[src/rtl/flt_cmd_pkg.sv]
// flt_cmd_pkg: opcodes, response codes and FSM states for the flight command processor
package flt_cmd_pkg;

    typedef enum logic [7:0] {
        SET_PTCH  = 8'h02,
        SET_ROLL  = 8'h03,
        SET_YAW   = 8'h04,
        SET_THRST = 8'h05,
        CALIBRATE = 8'h06,
        EMER_LAND = 8'h07,
        MTRS_OFF  = 8'h08
    } cmd_t;

    typedef enum logic [2:0] {
        IDLE,
        RESP,
        ESC_WAIT,
        CAL,
        CAL_RESP
    } state_t;

    localparam logic [7:0] ACK     = 8'hA5;
    localparam logic [7:0] NAK     = 8'hEE;
    localparam int         THRST_W = 9;

endpackage

[src/rtl/flt_cmd_proc_esc_wait_tmr.sv]
// esc_wait_tmr: clear/enable up-counter with an all-ones terminal-count flag
// Ports:
//   clk, rst  clock and synchronous active-high reset
//   clr_i     zero the counter (wins over en_i)
//   en_i      count up by one
//   tc_o      counter is all-ones
module esc_wait_tmr #(
    parameter int W = 26
) (
    input  logic clk,
    input  logic rst,
    input  logic clr_i,
    input  logic en_i,
    output logic tc_o
);

    logic [W-1:0] cnt_q;

    always_ff @(posedge clk) begin
        if (rst || clr_i)
            cnt_q <= '0;
        else if (en_i)
            cnt_q <= cnt_q + W'(1);
    end

    assign tc_o = &cnt_q;

endmodule

[src/rtl/flt_cmd_proc.sv]
// flt_cmd_proc: host command decoder holding flight setpoints and sequencing ESC wake-up and calibration
// Ports:
//   clk, rst          clock and synchronous active-high reset
//   cmd_rdy_i         a complete host packet is waiting
//   cmd_i, data_i     packet opcode and payload
//   clr_cmd_rdy_o     one-cycle pulse, packet consumed
//   resp_o            response byte, send_resp_o pulses to transmit it
//   cal_done_i        inertial calibration finished
//   strt_cal_o        one-cycle pulse, start inertial calibration
//   inertial_cal_o    high from ESC wait through calibration
//   motors_off_o      forces ESC outputs to minimum
//   d_ptch_o, d_roll_o, d_yaw_o, thrst_o  setpoints
// Build option: FLT_CMD_FAST_SIM_EN shortens the ESC wait to 512 cycles.
module flt_cmd_proc
    import flt_cmd_pkg::*;
#(
    parameter int WAIT_BITS = 26
) (
    input  logic               clk,
    input  logic               rst,
    input  logic               cmd_rdy_i,
    input  logic [7:0]         cmd_i,
    input  logic [15:0]        data_i,
    output logic               clr_cmd_rdy_o,
    output logic [7:0]         resp_o,
    output logic               send_resp_o,
    input  logic               cal_done_i,
    output logic               strt_cal_o,
    output logic               inertial_cal_o,
    output logic               motors_off_o,
    output logic [15:0]        d_ptch_o,
    output logic [15:0]        d_roll_o,
    output logic [15:0]        d_yaw_o,
    output logic [THRST_W-1:0] thrst_o
);

`ifdef FLT_CMD_FAST_SIM_EN
    localparam int TW = 9;
`else
    localparam int TW = WAIT_BITS;
`endif

    state_t             state_q, state_d;
    logic [15:0]        ptch_q, ptch_d, roll_q, roll_d, yaw_q, yaw_d;
    logic [THRST_W-1:0] thrst_q, thrst_d;
    logic               moff_q, moff_d, ical_q, ical_d;
    logic               clr_q, clr_d, send_q, send_d, strt_q, strt_d;
    logic [7:0]         resp_q, resp_d;
    logic               tmr_clr, tmr_tc;

    esc_wait_tmr #(.W(TW)) u_tmr (
        .clk   (clk),
        .rst   (rst),
        .clr_i (tmr_clr),
        .en_i  (state_q == ESC_WAIT),
        .tc_o  (tmr_tc)
    );

    always_ff @(posedge clk) begin
        if (rst) begin
            state_q <= IDLE;
            ptch_q  <= '0;
            roll_q  <= '0;
            yaw_q   <= '0;
            thrst_q <= '0;
            moff_q  <= 1'b1;
            ical_q  <= 1'b0;
            clr_q   <= 1'b0;
            send_q  <= 1'b0;
            strt_q  <= 1'b0;
            resp_q  <= 8'h00;
        end else begin
            state_q <= state_d;
            ptch_q  <= ptch_d;
            roll_q  <= roll_d;
            yaw_q   <= yaw_d;
            thrst_q <= thrst_d;
            moff_q  <= moff_d;
            ical_q  <= ical_d;
            clr_q   <= clr_d;
            send_q  <= send_d;
            strt_q  <= strt_d;
            resp_q  <= resp_d;
        end
    end

    always_comb begin
        state_d = state_q;
        ptch_d  = ptch_q;
        roll_d  = roll_q;
        yaw_d   = yaw_q;
        thrst_d = thrst_q;
        moff_d  = moff_q;
        ical_d  = ical_q;
        resp_d  = resp_q;
        clr_d   = 1'b0;
        send_d  = 1'b0;
        strt_d  = 1'b0;
        tmr_clr = 1'b0;
        case (state_q)
            IDLE: if (cmd_rdy_i) begin
                clr_d = 1'b1;
                if (cmd_i == CALIBRATE) begin
                    moff_d  = 1'b0;
                    ical_d  = 1'b1;
                    tmr_clr = 1'b1;
                    state_d = ESC_WAIT;
                end else begin
                    send_d  = 1'b1;
                    resp_d  = ACK;
                    state_d = RESP;
                    case (cmd_i)
                        SET_PTCH:  ptch_d  = data_i;
                        SET_ROLL:  roll_d  = data_i;
                        SET_YAW:   yaw_d   = data_i;
                        SET_THRST: thrst_d = data_i[THRST_W-1:0];
                        EMER_LAND: begin
                            ptch_d  = '0;
                            roll_d  = '0;
                            yaw_d   = '0;
                            thrst_d = '0;
                        end
                        MTRS_OFF:  moff_d  = 1'b1;
                        default:   resp_d  = NAK;
                    endcase
                end
            end
            RESP, CAL_RESP: state_d = IDLE;
            ESC_WAIT: if (tmr_tc) begin
                strt_d  = 1'b1;
                state_d = CAL;
            end
            CAL: if (cal_done_i) begin
                ical_d  = 1'b0;
                send_d  = 1'b1;
                resp_d  = ACK;
                state_d = CAL_RESP;
            end
            default: state_d = IDLE;
        endcase
    end

    assign clr_cmd_rdy_o  = clr_q;
    assign send_resp_o    = send_q;
    assign strt_cal_o     = strt_q;
    assign resp_o         = resp_q;
    assign inertial_cal_o = ical_q;
    assign motors_off_o   = moff_q;
    assign d_ptch_o       = ptch_q;
    assign d_roll_o       = roll_q;
    assign d_yaw_o        = yaw_q;
    assign thrst_o        = thrst_q;

endmodule

[config.mk]
export PLATFORM = sky130hd
export DESIGN_NAME = flt_cmd_proc
export DESIGN_NICKNAME = d
export VERILOG_FILES = /design/src/rtl/flt_cmd_pkg.sv /design/src/rtl/flt_cmd_proc_esc_wait_tmr.sv /design/src/rtl/flt_cmd_proc.sv
export SDC_FILE = /design/constraint.sdc
export NUM_CORES = 1
export LEC_CHECK = 0
export BUFFER_PORTS_ARGS = -buffer_cell sky130_fd_sc_hd__buf_2
export CORE_AREA = 2 2 116 140
export DETAILED_ROUTE_END_ITERATION = 10
export DIE_AREA = 0 0 118 142
export PLACE_DENSITY_LB_ADDON = 0.12
export SETUP_SLACK_MARGIN = 0.1
export SYNTH_ARGS = -nofsm -noshare
export SYNTH_HDL_FRONTEND = slang
export SYNTH_SLANG_ARGS = --single-unit
[constraint.sdc]
create_clock -name clk -period 2.5 [get_ports clk]
set_input_delay 0.125 -clock clk [delete_from_list [all_inputs] [get_ports clk]]
set_output_delay 0.125 -clock clk [all_outputs]
set_load 0.02 [all_outputs]
==> summary.txt, run 1 <==
status = finished, final reports clean
initial antenna violation count = 1
Detailed Place HPWL = 7400 µm
Lkg Pwr = 1.89 nW
# setup viols final = 0
R2R Path End = thrst_o[2]$_SDFFE_PP0P_
Buffers on Ports = 96
final wirelength = 10700 µm
Worst-path clk slew = 70 ps
Post-CTS Setup Inserts = 0
Cell Rows = 50
Clock power frac = 43.3%
commonest cells after routing, fill and taps aside = buf_2 (96), dfxtp_1 (94), a21oi_1 (49)
Final Cycle Share = 82.8%
Final Max Slew Viols = 0
Hold EP = d_yaw_o[15]$_SDFFE_PP0P_
Most used DFF post-synth = dfxtp_1
CTS tree = built
CP top delay family = simple AND/OR/NAND/NOR gates
Power Density = 645 nW/µm²
Layout Area Growth over Synthesis = 25.5%
Buffers & Inverters on Critical Path = 0
Startpoint Class = flip-flop
initial core utilization = 24.5%
clk buf depth = 2
most frequent CP cell = nor4b_4
switch share = 24.6%
logic gate share of total power = 6.7%
DRC = 0
DR vias/cell = 4.69
Worst-Margin Slew = 1130 ps
Synth top area share = 49.7%
hold depth = 2
EDFF count, synth = 0
starting DRC count in detailed routing = 177
slowest stage delay, CP = 650 ps
DR vias = 3338
DIE AREA = 16800 µm²
Worst Skew = 8.30 ps
FMAX = 483 MHz
netlist area before placement = 3790 µm²
max-cap violation count = 0
hold buffer count at CTS = 0
Mapped Avg Cell Area = 9.22 µm²
critical-path cell list = nor4b_4 > nand3_2 > nor4b_4 > a22o_1
Root Buffer = clkbuf_16
Slew HR = 24.3%
RSZ-0062 raised after global routing = no
die height = 142 µm
first-pass GRT wire length = 17300 µm
Final min period = 2070 ps
setup_tns = 0 ps
io pins = 98
Overflow after GRT = 0
flops & latches, synth = 94
clk_lat worst skew = 350 ps
Fin. Hold Viols = 0
Syn Inst Count = 411
Die Width = 118 µm
sequential-to-total area share from yosys stat = 49.7%
share of layout cells above drive strength 1 = 26.5%
Sequential Power Share = 50.1%
largest net degree at the start of global routing = 33
nets@finish = 527
gpl congestion = 0.701
routed len/inst = 15.1 µm
CTS H-tree lvls = 3
R2R depth = 4
vias in the first global route = 3177
reg2reg start = state_q[2]$_SDFFE_PP0P_
P_int = 2.31 mW
critical path class = flip-flop to flip-flop
Psw = 753 µW
CTS sink cnt = 94
commonest non-fill, non-tap cell in the layout = buf_2
Ys Warns = 0
core box area = 15500 µm²
CTS Buf Count = 9
VDD IR max = 0.000237 V
All-Layer GR Usage = 13.1%
cts repair resizes = 0
ys async rst share = 0%
critical path's slowest cell = nor4b_4
worst path arrival time = 2360 ps
critical path depth in cells = 4
synth top area cells = dfxtp_1 (50%), a21oi_1 (6.5%), a22o_1 (6.0%)
Mapped Nets = 440
cell taking the most area after synthesis = dfxtp_1
Worst Path Required = 2790 ps
First-pass DRT Iterations = 4
hold_ws = 23.2 ps
Hold Path Class = primary input to flip-flop
crit end category = flip-flop
r2r setup slk = 430 ps
library cells used by synthesis = 47
worst-path maximum fanout = 9
worst hold start = data_i[15]
Final ANT Viol Nets = 0
PnR Total Power = 3.07 mW
## metal layers
layer,vias up,track usage (%),part of all wire (%)
met4,2,5.52,1.7
met1,1575,15.9,45
met2,79,21.9,48
met5,-,0,0.12
met3,13,3.41,4.9
li1,1669,-,-
## stage by stage
step                utilization, %  worst slack [ps]  cell area (µm²)  instances
finish                        30.8               429             4760        711
global route                  30.8               297             4750        710
CTS                           30.8               417             4750        710
detailed placement            28.9               430             4470        695
global placement              28.9               429             4470        695
floorplan                        -               644             3790        411
## kinds of logic after synthesis
logic type	synth area share [%]
compound gates	16.9
xor+xnor	2.54
fa+ha+maj	0.330
buf+inv	4.19
flops	49.7
mux	1.06
other cells	0.0990
simple gates	25.2
## worst max-delay path by stage
stage                                startpoint                           end  slack (ps)
finish                  state_q[2]$_SDFFE_PP0P_       thrst_o[2]$_SDFFE_PP0P_         430
global route        u_tmr.cnt_q[0]$_SDFFE_PP0N_  u_tmr.cnt_q[18]$_SDFFE_PP0N_         300
CTS                     state_q[2]$_SDFFE_PP0P_       thrst_o[2]$_SDFFE_PP0P_         420
detailed placement      state_q[2]$_SDFFE_PP0P_       thrst_o[2]$_SDFFE_PP0P_         430
global placement        state_q[2]$_SDFFE_PP0P_       thrst_o[0]$_SDFFE_PP0P_         430
floorplan               state_q[0]$_SDFFE_PP0P_      d_yaw_o[10]$_SDFFE_PP0P_         640
## registers in the layout, indices dropped and copies added, names as in the netlist
register and count:
resp_o 3, motors_off_o 1, inertial_cal_o 1, strt_cal_o 1, u_tmr.cnt_q 26, d_roll_o 16, send_resp_o 1, d_ptch_o 16
state_q 3, clr_cmd_rdy_o 1, thrst_o 9, d_yaw_o 16
## power by group through the flow
stage / Clock (mW) / Sequential, mW / Combinational, mW
global route: 1.45 / 1.54 / 0.225
global placement: 0 / 1.57 / 0.207
floorplan: 0 / 1.57 / 0.128
detailed placement: 0 / 1.57 / 0.206
CTS: 1.38 / 1.53 / 0.208
finish: 1.33 / 1.53 / 0.205
## Yosys cell counts, types with 6 or more instances
cell type / n
a21oi_1: 49
a22o_1: 26
buf_2: 7
clkbuf_1: 15
dfxtp_1: 94
nand2_1: 48
nand3_1: 41
nand4_1: 10
nor2_1: 19
o21ai_0: 8
o31ai_1: 7
or3_1: 6
or4_1: 12
xor2_1: 7
## area by class of cell
class                   count  area (µm²)
repair buffers            106         556
clock buffers              11         253
multi-input cells         282        1750
flip-flops and latches     94        1880
well taps                 208         260
diodes                      1        2.50
fillers                  1653       10700
inverters                   5        18.8
clock inverters             4        30.0
Power figures use the tool's default switching activity.
==> run 2: changes to the inputs <==
- clock period: 2.5 -> 2 ns (I/O delays scaled with it)
==> run 2 against run 1 <==
  * Routed wire length is essentially flat
  * Sequential power grew 25%
  * Clock skew shrank 2.5 ps
  * Via count grew 1.3%
  * Cell count grew 3.0%
  * Count of clock-buffer cells in the layout shrank 2
  * Sequential share of layout area shrank 1.7 points
  * Worst hold slack lost 6.5 ps
  * Non-clock buffer count grew 20
  * First-iteration DRC count shrank 29%
  * Die area is the same
==> summary.txt, run 2 (synthesis results as in run 1) <==
status = finished, final reports clean
worst path arrival time = 2070 ps
Slew HR = 61.1%
clk_lat worst skew = 350 ps
R2R depth = 5
# setup viols final = 0
worst-path maximum fanout = 9
die height = 142 µm
Worst-path clk slew = 70 ps
critical-path cell list = or4b_4 > nor2_2 > a31oi_1 > buf_4 > a22o_1
core box area = 15500 µm²
Root Buffer = clkbuf_16
switch share = 24.4%
logic gate share of total power = 7.2%
fin util = 32.2%
Clock power frac = 44.2%
Worst Skew = 5.81 ps
Startpoint Class = flip-flop
initial core utilization = 24.5%
vias in the first global route = 3251
Worst-Margin Slew = 576 ps
Reg area = 1880 µm²
Critical Path Start = state_q[2]$_SDFFE_PP0P_
Detailed Place HPWL = 7530 µm
commonest cells after routing, fill and taps aside = buf_2 (96), dfxtp_1 (93), a21oi_1 (49)
Power Density = 792 nW/µm²
multi-input logic area = 1760 µm²
Final ANT Viol Nets = 0
setup_tns = 0 ps
Die Width = 118 µm
register bank with the most flops = u_tmr.cnt_q
gpl congestion = 0.724
critical path endpoint = thrst_o[0]$_SDFFE_PP0P_
largest net degree at the start of global routing = 33
share of layout cells above drive strength 1 = 28.7%
critical path's slowest cell = or4b_4
RSZ-0062 raised after global routing = yes
clk buf depth = 2
finished layout cell area = 4980 µm²
final wirelength = 10700 µm
Final Max Slew Viols = 0
Largest register FFs = 26
All-Layer GR Usage = 13.0%
Hold Path Class = primary input to flip-flop
CTS tree = built
Psw = 961 µW
dpl ws = 101 ps
DR vias = 3381
slowest stage delay, CP = 610 ps
R2R Path End = thrst_o[0]$_SDFFE_PP0P_
critical path depth in cells = 5
DIE AREA = 16800 µm²
Final Cycle Share = 91.5%
crit end category = flip-flop
FMAX = 546 MHz
Final min period = 1830 ps
CP top delay family = simple AND/OR/NAND/NOR gates
initial antenna violation count = 3
DRC = 0
Worst Path Required = 2240 ps
nets@finish = 547
Worst Setup Slack, final = 170 ps
starting DRC count in detailed routing = 126
max-cap violation count = 0
Buffers & Inverters on Critical Path = 1
Lkg Pwr = 1.99 nW
CTS H-tree lvls = 3
routed len/inst = 14.6 µm
CTS Buf Count = 9
DR vias/cell = 4.62
Layout Area Growth over Synthesis = 31.3%
P_int = 2.98 mW
CTS sink cnt = 94
Overflow after GRT = 0
r2r setup slk = 170 ps
Cell Rows = 50
number of filler cells placed in the layout = 1674
first-pass GRT wire length = 17300 µm
Fin. Hold Viols = 0
io pins = 98
First-pass DRT Iterations = 4
critical path class = flip-flop to flip-flop
Buffers on Ports = 96
Post-DP Area = 4590 µm²
commonest non-fill, non-tap cell in the layout = buf_2
Sequential Power Share = 48.7%
reg2reg start = state_q[2]$_SDFFE_PP0P_
VDD IR max = 0.000321 V
run 2: final cells by class:
| type | count | share of cell area, % |
|---|---|---|
| flip-flops and latches | 94 | 37.8 |
| inverters | 5 | 0.377 |
| clock inverters | 7 | 1.46 |
| clock buffers | 9 | 4.53 |
| multi-input cells | 282 | 35.3 |
| well taps | 208 | 5.23 |
| diodes | 1 | 0.0503 |
| repair buffers | 126 | 15.2 |
run 2: worst min path at each step:
stage	start	to	slack (ps)	depth (start not counted)
global route	data_i[4]	thrst_o[4]$_SDFFE_PP0P_	20	2
global placement	data_i[9]	d_yaw_o[9]$_SDFFE_PP0P_	350	2
finish	data_i[14]	d_yaw_o[14]$_SDFFE_PP0P_	20	2
floorplan	data_i[10]	d_yaw_o[10]$_SDFFE_PP0P_	230	1
CTS	data_i[14]	d_yaw_o[14]$_SDFFE_PP0P_	2	2
detailed placement	data_i[10]	d_yaw_o[10]$_SDFFE_PP0P_	350	2
run 2: per-stage QoR:
step	cells	total power [mW]	hold slack, ps
after floorplan	411	2.13	226
after global placement	707	2.23	346
after detailed placement	707	2.23	347
after CTS	730	4.02	1.88
after global routing	732	4.11	20.9
final	732	3.94	16.6
run 2: per-layer routing:
layer | global-route usage, % | part of all wire, % | wire (µm)
met5 | 0 | 0.31 | 33
met1 | 15.3 | 45 | 4780
met4 | 6.66 | 1.7 | 178
met3 | 3.53 | 4.3 | 462
met2 | 22.0 | 49 | 5260
run 2: timing repair:
item | CTS | global route
hold buffers | 6 | 0
gates resized for setup | 0 | 2
setup endpoints to repair | 1 | 6
endpoints found under the hold margin | 6 | 0
pin swaps | 0 | 1
setup buffers | 1 | 1
run 2: power groups by stage:
stage	clock network (mW)	registers, mW	logic [mW]
6_report	1.74	1.92	0.283
5_1_grt	1.88	1.92	0.309
4_1_cts	1.81	1.92	0.288
3_5_place_dp	0	1.96	0.269
3_3_place_gp	0	1.96	0.268
2_1_floorplan	0	1.97	0.160
==> run 3: changes to the inputs <==
- CORE_AREA: 2 2 116 140 -> 2 2 127 129
- DIE_AREA: 0 0 118 142 -> 0 0 129 131
==> run 3 against run 2 <==
  * Clock skew rose by 3.4 ps
  * Highest routed layer is now met4
  * Sequential cell count did not move
  * Register-to-register slack barely moved
  * Cell count rose by 1.6%
  * Critical path type unchanged
  * Combinational power rose by 6%
  * Core utilization rose by 0.13 points
  * Setup slack improved by 9.2 ps
  * Total power rose by 4.8%
  * Critical path depth did not move
  * Non-clock buffer count rose by 5
==> summary.txt, run 3 (synthesis results as in run 1) <==
status = finished, final reports clean
critical path endpoint = d_yaw_o[3]$_SDFFE_PP0P_
Detailed Place HPWL = 7540 µm
Power Density = 819 nW/µm²
Final Max Slew Viols = 0
Startpoint Class = flip-flop
starting DRC count in detailed routing = 198
crit end category = flip-flop
R2R depth = 5
Worst Path Required = 2240 ps
R2R Path End = d_yaw_o[3]$_SDFFE_PP0P_
Cell Rows = 46
Slew HR = 63.2%
Critical Path Start = state_q[0]$_SDFFE_PP0P_
CTS H-tree lvls = 3
final wirelength = 10600 µm
FMAX = 549 MHz
CTS Buf Count = 9
Psw = 949 µW
Worst-path clk slew = 70 ps
P_int = 3.18 mW
switch share = 23.0%
worst-path maximum fanout = 16
Final ANT Viol Nets = 0
Root Buffer = clkbuf_16
Final min period = 1820 ps
CTS sink cnt = 94
hold_ws = 16.8 ps
worst path arrival time = 2060 ps
DRC = 0
io pins = 98
First-pass DRT Iterations = 4
Worst Skew = 9.20 ps
CTS tree = built
DR vias = 3411
vias in the first global route = 3137
setup_tns = 0 ps
number of filler cells placed in the layout = 1662
Buffers on Ports = 96
Clock power frac = 46.4%
# setup viols final = 0
first-pass GRT wire length = 16600 µm
Overflow after GRT = 0
r2r setup slk = 180 ps
logic gate share of total power = 7.3%
commonest cells after routing, fill and taps aside = buf_2 (96), dfxtp_1 (93), a21oi_1 (49)
clk buf depth = 2
clk_lat worst skew = 350 ps
Lkg Pwr = 2.03 nW
critical path class = flip-flop to flip-flop
nets@finish = 552
All-Layer GR Usage = 12.8%
largest net degree at the start of global routing = 33
RSZ-0062 raised after global routing = no
core box area = 15600 µm²
Die Width = 129 µm
DIE AREA = 16900 µm²
Sequential Power Share = 46.4%
n_diodes = 0
register bank with the most flops = u_tmr.cnt_q
gpl congestion = 0.733
Fin. Hold Viols = 0
reg2reg start = state_q[0]$_SDFFE_PP0P_
VDD IR max = 0.000401 V
initial antenna violation count = 0
Final Cycle Share = 91.1%
Worst-Margin Slew = 544 ps
DR vias/cell = 4.58
commonest non-fill, non-tap cell in the layout = buf_2
Layout Area Growth over Synthesis = 33.1%
max-cap violation count = 0
die height = 131 µm
Hold Path Class = primary input to flip-flop
Largest register FFs = 26
routed len/inst = 14.3 µm
share of layout cells above drive strength 1 = 29.5%
initial core utilization = 24.3%
[run 3: metal layers]
metal	vias to the layer above	GRT usage, %	routed length (µm)	part of all wire [%]
met1	1612	16.8	5090	48
met3	13	3.05	461	4.3
met2	75	20.1	4890	46
met5	-	0	0	0
met4	0	5.95	201	1.9
li1	1711	-	-	-
[run 3: area by class of cell]
cell class	count	area, µm²	share of cell area (%)
flip-flops and latches	94	1880	37.3
multi-input cells	282	1760	34.8
repair buffers	131	781	15.5
well taps	216	270	5.36
clock buffers	11	253	5.01
clock inverters	5	81.3	1.61
inverters	5	18.8	0.372
[run 3: critical path: stages, from the launching register on]
cell	delay, ps
dfxtp_1	420
or4b_4	560
nor2_2	170
a31oi_2	100
buf_4	220
a22o_1	250
[run 3: repair_timing]
item | 4_1_cts | 5_1_grt
hold buffers | 5 | 0
setup buffers | 0 | 3
endpoints found under the setup margin | 0 | 53
gates resized for setup | 0 | 2
hold endpoints to repair | 5 | 0
[run 3: worst min-delay path by stage]
| stage | depth (start not counted) | startpoint | to | slack (ps) |
|---|---|---|---|---|
| 3_5_place_dp | 2 | data_i[10] | d_yaw_o[10]$_SDFFE_PP0P_ | 370 |
| 6_report | 2 | data_i[8] | d_yaw_o[8]$_SDFFE_PP0P_ | 20 |
| 4_1_cts | 2 | data_i[12] | d_yaw_o[12]$_SDFFE_PP0P_ | 0.1 |
| 2_1_floorplan | 1 | data_i[10] | d_yaw_o[10]$_SDFFE_PP0P_ | 230 |
| 3_3_place_gp | 2 | data_i[10] | d_yaw_o[10]$_SDFFE_PP0P_ | 360 |
| 5_1_grt | 2 | data_i[5] | d_yaw_o[5]$_SDFFE_PP0P_ | 20 |
[run 3: through the flow]
step	utilization (%)	setup WS (ps)	instance area, µm²	cells	total power, mW
2_1_floorplan	-	144	3790	411	2.13
3_3_place_gp	29.6	180	4620	720	2.23
3_5_place_dp	29.6	145	4620	720	2.24
4_1_cts	32.1	140	5000	741	4.18
5_1_grt	32.3	111	5040	744	4.30
6_report	32.3	179	5040	744	4.13
[run 3: power groups by stage]
stage               Combinational, mW  Clock (mW)  Sequential [mW]
finish                          0.300        1.91             1.91
CTS                             0.287        1.98             1.91
global placement                0.279           0             1.96
global route                    0.329        2.05             1.92
floorplan                       0.160           0             1.97
detailed placement              0.279           0             1.96
